--- src/rtl/traffic_pkg.sv ---
// Shared definitions for the traffic-light timebase and controller.
package traffic_pkg;

   typedef enum logic {PH_LONG = 1'b0, PH_SHORT = 1'b1} phase_e;

   localparam int unsigned DEF_LONG_S  = 45;
   localparam int unsigned DEF_SHORT_S = 15;

   // Two-digit BCD of a value in 0..99.
   function automatic logic [7:0] to_bcd(input int v);
      int tens;
      int ones;
      tens = (v / 10) % 10;
      ones = v % 10;
      return {tens[3:0], ones[3:0]};
   endfunction

endpackage

--- src/rtl/traffic_prescaler.sv ---
// Divides clk1 down to a one-cycle tick once every CLK_HZ cycles.
// tick is combinational and suppressed while pause is high.
module traffic_prescaler #(
   parameter int unsigned CLK_HZ = 100_000_000
) (
   input  logic clk1,
   input  logic clr,
   input  logic pause,
   output logic tick
);

   localparam int unsigned PW = (CLK_HZ > 1) ? $clog2(CLK_HZ) : 1;
   localparam logic [PW-1:0] LAST = PW'(CLK_HZ - 1);

   logic [PW-1:0] cnt;

   assign tick = !pause && (cnt == LAST);

   // Free-running modulo-CLK_HZ counter, frozen while paused.
   always_ff @(posedge clk1 or posedge clr) begin
      if (clr) begin
         cnt <= '0;
      end else if (!pause) begin
         if (cnt == LAST) begin
            cnt <= '0;
         end else begin
            cnt <= cnt + 1'b1;
         end
      end
   end

endmodule

--- src/rtl/traffic_timer.sv ---
// Traffic-light timebase: alternating LONG/SHORT second-counting phases with
// one-cycle completion strobes _45s/_15s.
// Optional macro TRAFFIC_COUNTDOWN_EN adds the BCD remain output.
module traffic_timer
   import traffic_pkg::*;
#(
   parameter int unsigned CLK_HZ  = 100_000_000,
   parameter int unsigned LONG_S  = DEF_LONG_S,
   parameter int unsigned SHORT_S = DEF_SHORT_S
) (
   input  logic       clk1,
   input  logic       clr,
   input  logic       pause,
   output logic       _45s,
   output logic       _15s
`ifdef TRAFFIC_COUNTDOWN_EN
   ,
   output logic [7:0] remain
`endif
);

   localparam int unsigned MAX_S = (LONG_S > SHORT_S) ? LONG_S : SHORT_S;
   localparam int unsigned SW    = (MAX_S > 1) ? $clog2(MAX_S) : 1;
   localparam logic [SW-1:0] LONG_LAST  = SW'(LONG_S - 1);
   localparam logic [SW-1:0] SHORT_LAST = SW'(SHORT_S - 1);

   logic          tick;
   logic          last_sec;
   logic          done;
   logic [SW-1:0] sec_cnt;
   phase_e        phase;

   traffic_prescaler #(
      .CLK_HZ (CLK_HZ)
   ) u_prescaler (
      .clk1  (clk1),
      .clr   (clr),
      .pause (pause),
      .tick  (tick)
   );

   assign last_sec = (phase == PH_LONG) ? (sec_cnt == LONG_LAST) : (sec_cnt == SHORT_LAST);
   assign done     = tick && last_sec;

   // Second counter, phase toggle and registered completion strobes.
   always_ff @(posedge clk1 or posedge clr) begin
      if (clr) begin
         sec_cnt <= '0;
         phase   <= PH_LONG;
         _45s    <= 1'b0;
         _15s    <= 1'b0;
      end else begin
         _45s <= done && (phase == PH_LONG);
         _15s <= done && (phase == PH_SHORT);
         if (tick) begin
            if (last_sec) begin
               sec_cnt <= '0;
               phase   <= (phase == PH_LONG) ? PH_SHORT : PH_LONG;
            end else begin
               sec_cnt <= sec_cnt + 1'b1;
            end
         end
      end
   end

`ifdef TRAFFIC_COUNTDOWN_EN
   logic [7:0] remain_nxt;
   int         n_cur;

   // Seconds left after this tick; a wrap loads the next phase's full length.
   always_comb begin
      remain_nxt = remain;
      n_cur      = (phase == PH_LONG) ? int'(LONG_S) : int'(SHORT_S);
      if (tick) begin
         if (last_sec) begin
            remain_nxt = to_bcd((phase == PH_LONG) ? int'(SHORT_S) : int'(LONG_S));
         end else begin
            remain_nxt = to_bcd(n_cur - int'(sec_cnt) - 1);
         end
      end
   end

   // Countdown register, updated on the same edge as sec_cnt/phase.
   always_ff @(posedge clk1 or posedge clr) begin
      if (clr) begin
         remain <= to_bcd(int'(LONG_S));
      end else begin
         remain <= remain_nxt;
      end
   end
`endif

endmodule

--- config.mk ---
export PLATFORM = sky130hd
export DESIGN_NAME = traffic_timer
export DESIGN_NICKNAME = d
export VERILOG_FILES = /design/src/rtl/traffic_pkg.sv /design/src/rtl/traffic_prescaler.sv /design/src/rtl/traffic_timer.sv
export SDC_FILE = /design/constraint.sdc
export NUM_CORES = 1
export LEC_CHECK = 0
export ABC_AREA = 1
export CAP_MARGIN = 20
export CORE_MARGIN = 3
export CORE_UTILIZATION = 67
export DETAILED_ROUTE_END_ITERATION = 6
export GPL_TIMING_DRIVEN = 0
export PLACE_DENSITY_LB_ADDON = 0.2
export REMOVE_ABC_BUFFERS = 1
export SLEW_MARGIN = 20
export SYNTH_ARGS = -nofsm -noshare
export SYNTH_HDL_FRONTEND = slang
export SYNTH_SLANG_ARGS = --single-unit
--- constraint.sdc ---
create_clock -name clk1 -period 2.7 [get_ports clk1]
set_input_delay 0.405 -clock clk1 [delete_from_list [all_inputs] [get_ports clk1]]
set_output_delay 0.405 -clock clk1 [all_outputs]
set_load 0.1 [all_outputs]
[Word level (Yosys, flattened, before mapping)]
Index checks and enable logic that the tools add are counted.
Word-level totals
  bits in registers: 36
  bits of input ports: 3
  output and inout port bits: 2
  logic and storage cells: 21
Cells by class
  add/subtract/negate cells: 2
  equal/unequal tests: 3
  multiplexer cells: 4
  bitwise logic cells: 1
  reductions and logical operators: 6
Operators with widths (count)
  27-bit by 1-bit adder with 27-bit output (second input constant): 1
  27-bit == test (second input constant): 1
  27-bit 2-to-1 mux: 1
  6-bit by 1-bit adder with 6-bit output (second input constant): 1
  6-bit by 4-bit == test with 1-bit output (second input constant): 1
  6-bit == test (second input constant): 1
  6-bit 2-to-1 mux: 1
  1-bit logical AND: 4
  1-bit 2-to-1 mux: 2
  2-bit AND reduction: 1
  1-bit logical NOT: 1
  1-bit inverter: 1

[Depth between registers and ports, before layout]
  depth after elaboration: 4
  gate-level depth with buffers: 12

[Cells and area by module]
Synthesis repeated with hierarchy kept, for this count alone.
Unflattened totals
  cells, all modules: 339
  area, all modules: 2259.7 um^2
By module, submodules not included
  traffic_prescaler: instances 1, cells each 276, area an instance 1795.5 um^2, sequential area each 675.6 um^2
  traffic_timer: instances 1, cells each 63, area an instance 464.2 um^2, sequential area each 225.2 um^2

[Least setup slack after synthesis]
No wires, ideal clock.
  kind: register to register
  start: register u_prescaler.cnt[0]
  end: register sec_cnt[0]
  library setup time: 113 ps
  data arrival time: 1322 ps
  data required time: 2587 ps
  slack: 1266 ps
  cell stages (with the launch flop): 13
  path buffers: 1
  period minus slack after synthesis: 1434 ps
  cells stage by stage: dfrtp_1 > ha_1 > nand2_1 > nor2_4 > nand2_4 > clkinv_2 > nand2_4 > inv_2 > nand2_2 > buf_6 > nand2_2 > nand2_1 > inv_1
On the way
  cells in the longest elaborated chain, start to end: 2
Ends and longest elaborated chain
  from (decl): RTL line traffic_prescaler.sv:15  | logic [PW-1:0] cnt;
  from (signal assigned): RTL line traffic_prescaler.sv:27  | cnt <= cnt + 1'b1;
  27-bit == test: RTL line traffic_prescaler.sv:17  | assign tick = !pause && (cnt == LAST);
  1-bit logical AND: RTL line traffic_prescaler.sv:17
  to (signal assigned): RTL line traffic_timer.sv:60  | sec_cnt <= sec_cnt + 1'b1;
  to (decl): RTL line traffic_timer.sv:30  | logic [SW-1:0] sec_cnt;
No other way between the ends.
A chain may end at the register's enable or synchronous reset.

[Final worst setup path]
  start: register _15s
  end: output _15s
RTL lines
  from (decl): RTL line traffic_timer.sv:15  | output logic _15s
  from (signal assigned): RTL line traffic_timer.sv:54  | _15s <= done && (phase == PH_SHORT);
No word-level cell between the ends.

==> flow_summary.json <==
{
  "layout_min_cycle_time_ns": 2.21,
  "drtPass1Iterations": 4,
  "ir_drop_v": 0.000475,
  "finalSetupViolCount": 0,
  "drc_errors": 0,
  "port_buffers": 4,
  "drtAntennaViolNets": 0,
  "numCtsBuffers": 5,
  "nets": 349,
  "grt_max_degree": 37,
  "ctsResizeCount": 0,
  "antenna_found_initial": 0,
  "cp.arrival_ns": 1.80,
  "clockRootBuffer": "clkbuf_4",
  "cp-end-kind": "output port",
  "yosysTopAreaCell": "dfrtp_1",
  "initial_utilization_pct": 73.6,
  "place.gp.congestion": 0.945,
  "hold_buffers": 0,
  "core_um2": 3180,
  "overflow": 0,
  "clock_latency_ns": 0.35,
  "totalWireLength_um": 4950,
  "dr.first_iter.drc_count": 156,
  "synth_simple_gate_area_share_pct": 44.0,
  "viasPerCell": 5.34,
  "synthTopCellsByArea": "dfrtp_1, nand2_1, nor2_1",
  "setup-tns-final_ns": 0,
  "grt_setup_unrepaired": "no",
  "ys_seq_area_share_pct": 38.5,
  "syn_to_final_growth_pct": 6.15,
  "avgSynthCellArea_um2": 6.96,
  "clk_pin_slew_ns": 0.11,
  "clock_skew_ns": 0.0121,
  "tightest_slew_ns": 0.962,
  "insertedDiodeCount": 0,
  "synth_compound_area_share_pct": 1.55,
  "cts_setup_buffers": 0,
  "drv_slew": 0,
  "die_w_um": 65.1,
  "wl_per_cell_um": 12.7,
  "finalNonFillerCells": 389,
  "dieArea_um2": 4240,
  "period_share_pct": 81.8,
  "cellPowerDensity_nw_per_um2": 540,
  "synth_top_area_share_pct": 38.5,
  "grt_pass1_vias": 2026,
  "place_area_um2": 2410,
  "required_ns": 2.30,
  "drv_cap": 0,
  "setup.worst_path.start_class": "flop",
  "crit_path_cell_trace": "clkdlybuf4s50_1",
  "yosysUniqueCellTypes": 29,
  "power_mw": 1.34,
  "synth_xor_xnor_area_share_pct": 4.49,
  "synth_top_family_by_area": "simple AND/OR/NAND/NOR gates",
  "finish.utilization_pct": 78.1,
  "setup.worst_path.class": "reg2out",
  "slowest_stage": "clkdlybuf4s50_1",
  "yosys_warnings": 0,
  "cts_tree": "yes",
  "pin_count": 5,
  "hp-class": "in2async",
  "synthCells": 336,
  "cts_max_path_buffers": 2,
  "hold_viol_final": 0,
  "rows": 20,
  "synthAdderAreaFrac_pct": 1.07,
  "hpwl_um": 3790,
  "slowest_delay_ns": 1.12,
  "slew_headroom_pct": 35.7,
  "synth_area_um2": 2340,
  "vias": 2078,
  "grt_use_total_pct": 26.9,
  "ys_seq_elements": 36,
  "cts_sinks": 36,
  "leakagePower_nw": 1.36,
  "finalInstanceArea_um2": 2480,
  "grt_pass1_wl_um": 8740,
  "synthMuxAreaShare_pct": 0,
  "dpl.cell_count": 381,
  "crit_fanout": 1,
  "status": "finished clean",
  "worst-path-buf-inv": 1,
  "path_delay_family": "buffers and inverters",
  "fmax_mhz": 453,
  "htreeDepth": 2,
  "dieHeight_um": 65.1,
  "drive_gt1_share_pct": 10.7
}
==> layer usage <==
metal	track usage, %	vias up	part of all wire (%)
met5	0	-	0
met4	11.7	0	2.8
met3	5.72	15	3.5
met2	44.4	46	49
met1	34.0	963	45
li1	-	1054	-
==> cell usage in the layout (no fill, tap or decap) <==
cell	Yosys	layout
nor3_4	1	1
inv_2	5	6
bufinv_16	0	1
ha_1	2	2
nor3_2	3	3
inv_1	50	49
nand3_2	1	1
clkbuf_4	0	5
dfrtp_1	36	36
nor2_4	5	5
o21ai_0	2	2
xor2_1	11	11
and3_1	1	1
nand3_1	32	32
nand4_1	8	8
nor2_2	5	5
nand3b_1	3	3
nor3b_1	1	1
clkdlybuf4s50_1	0	4
a21oi_1	4	4
a31oi_1	1	1
xnor2_1	1	1
nand2_1	84	84
nor3_1	9	9
nor2_1	58	58
clkinv_1	1	1
or2_2	1	1
clkinv_2	1	2
nand2_4	2	2
clkbuf_1	0	1
nand2_2	5	5
==> metrics by stage <==
step	worst slack, ns	hold slack, ns
final	0.491	0.494
after global routing	0.435	0.552
after CTS	0.484	0.518
after detailed placement	0.364	0.493
after global placement	0.400	0.485
after floorplan	1.27	0.464
==> sequential cells by signal (all words and copies together), names as in the netlist <==
signal / flops
phase: 1
_15s: 1
u_prescaler.cnt: 27
_45s: 1
sec_cnt: 6
==> path summary, 6_finish.rpt <==
path / cells past startpoint / slack, ns / from / endpoint
max: 1 / 0.49 / _15s / _15s
min: 2 / 0.49 / clr / sec_cnt[0]
max reg2reg: 11 / 1.07 / u_prescaler.cnt[0] / sec_cnt[1]
min reg2reg: 2 / 0.52 / sec_cnt[5] / sec_cnt[5]
max in group asynchronous: 2 / 1.72 / clr / u_prescaler.cnt[20]
min in group clk1: 2 / 0.52 / sec_cnt[5] / sec_cnt[5]
==> final cells by class <==
| cell class | count | area, um^2 |
|---|---|---|
| multi-input cells | 240 | 1190 |
| clock inverters | 2 | 35.0 |
| repair buffers | 4 | 40.0 |
| fillers | 245 | 696 |
| flip-flops and latches | 36 | 901 |
| clock buffers | 6 | 41.3 |
| well taps | 44 | 55.1 |
| inverters | 57 | 215 |
==> cells by family (layout without fill, tap and decap cells) <==
group,Yosys count,after routing
buffers and inverters,60,69
adder cells (fa/ha/maj),2,2
XOR/XNOR,12,12
AO/OA/AOI/OAI,7,7
AND/OR/NAND/NOR,219,219
flip-flops,36,36
==> power by group <==
group | total (mW) | internal [mW] | switching [mW]
clock network | 0.374 | 0.194 | 0.180
logic | 0.291 | 0.104 | 0.187
registers | 0.677 | 0.604 | 0.0724
total | 1.34 | 0.902 | 0.439
==> Yosys cell counts <==
cell,number
and3_1,1
nand3b_1,3
clkinv_1,1
ha_1,2
inv_1,50
nand2_4,2
nand2_2,5
xor2_1,11
nand2_1,84
xnor2_1,1
nor2_2,5
buf_2,1
nor2_4,5
nand4_1,8
nor3_1,9
nor3_2,3
nor3b_1,1
a21oi_1,4
dfrtp_1,36
inv_2,5
a31oi_1,1
nand3_2,1
clkinv_2,1
o21ai_0,2
nand3_1,32
nor3_4,1
nor2_1,58
buf_6,2
or2_2,1
Power figures use the tool's default switching activity.
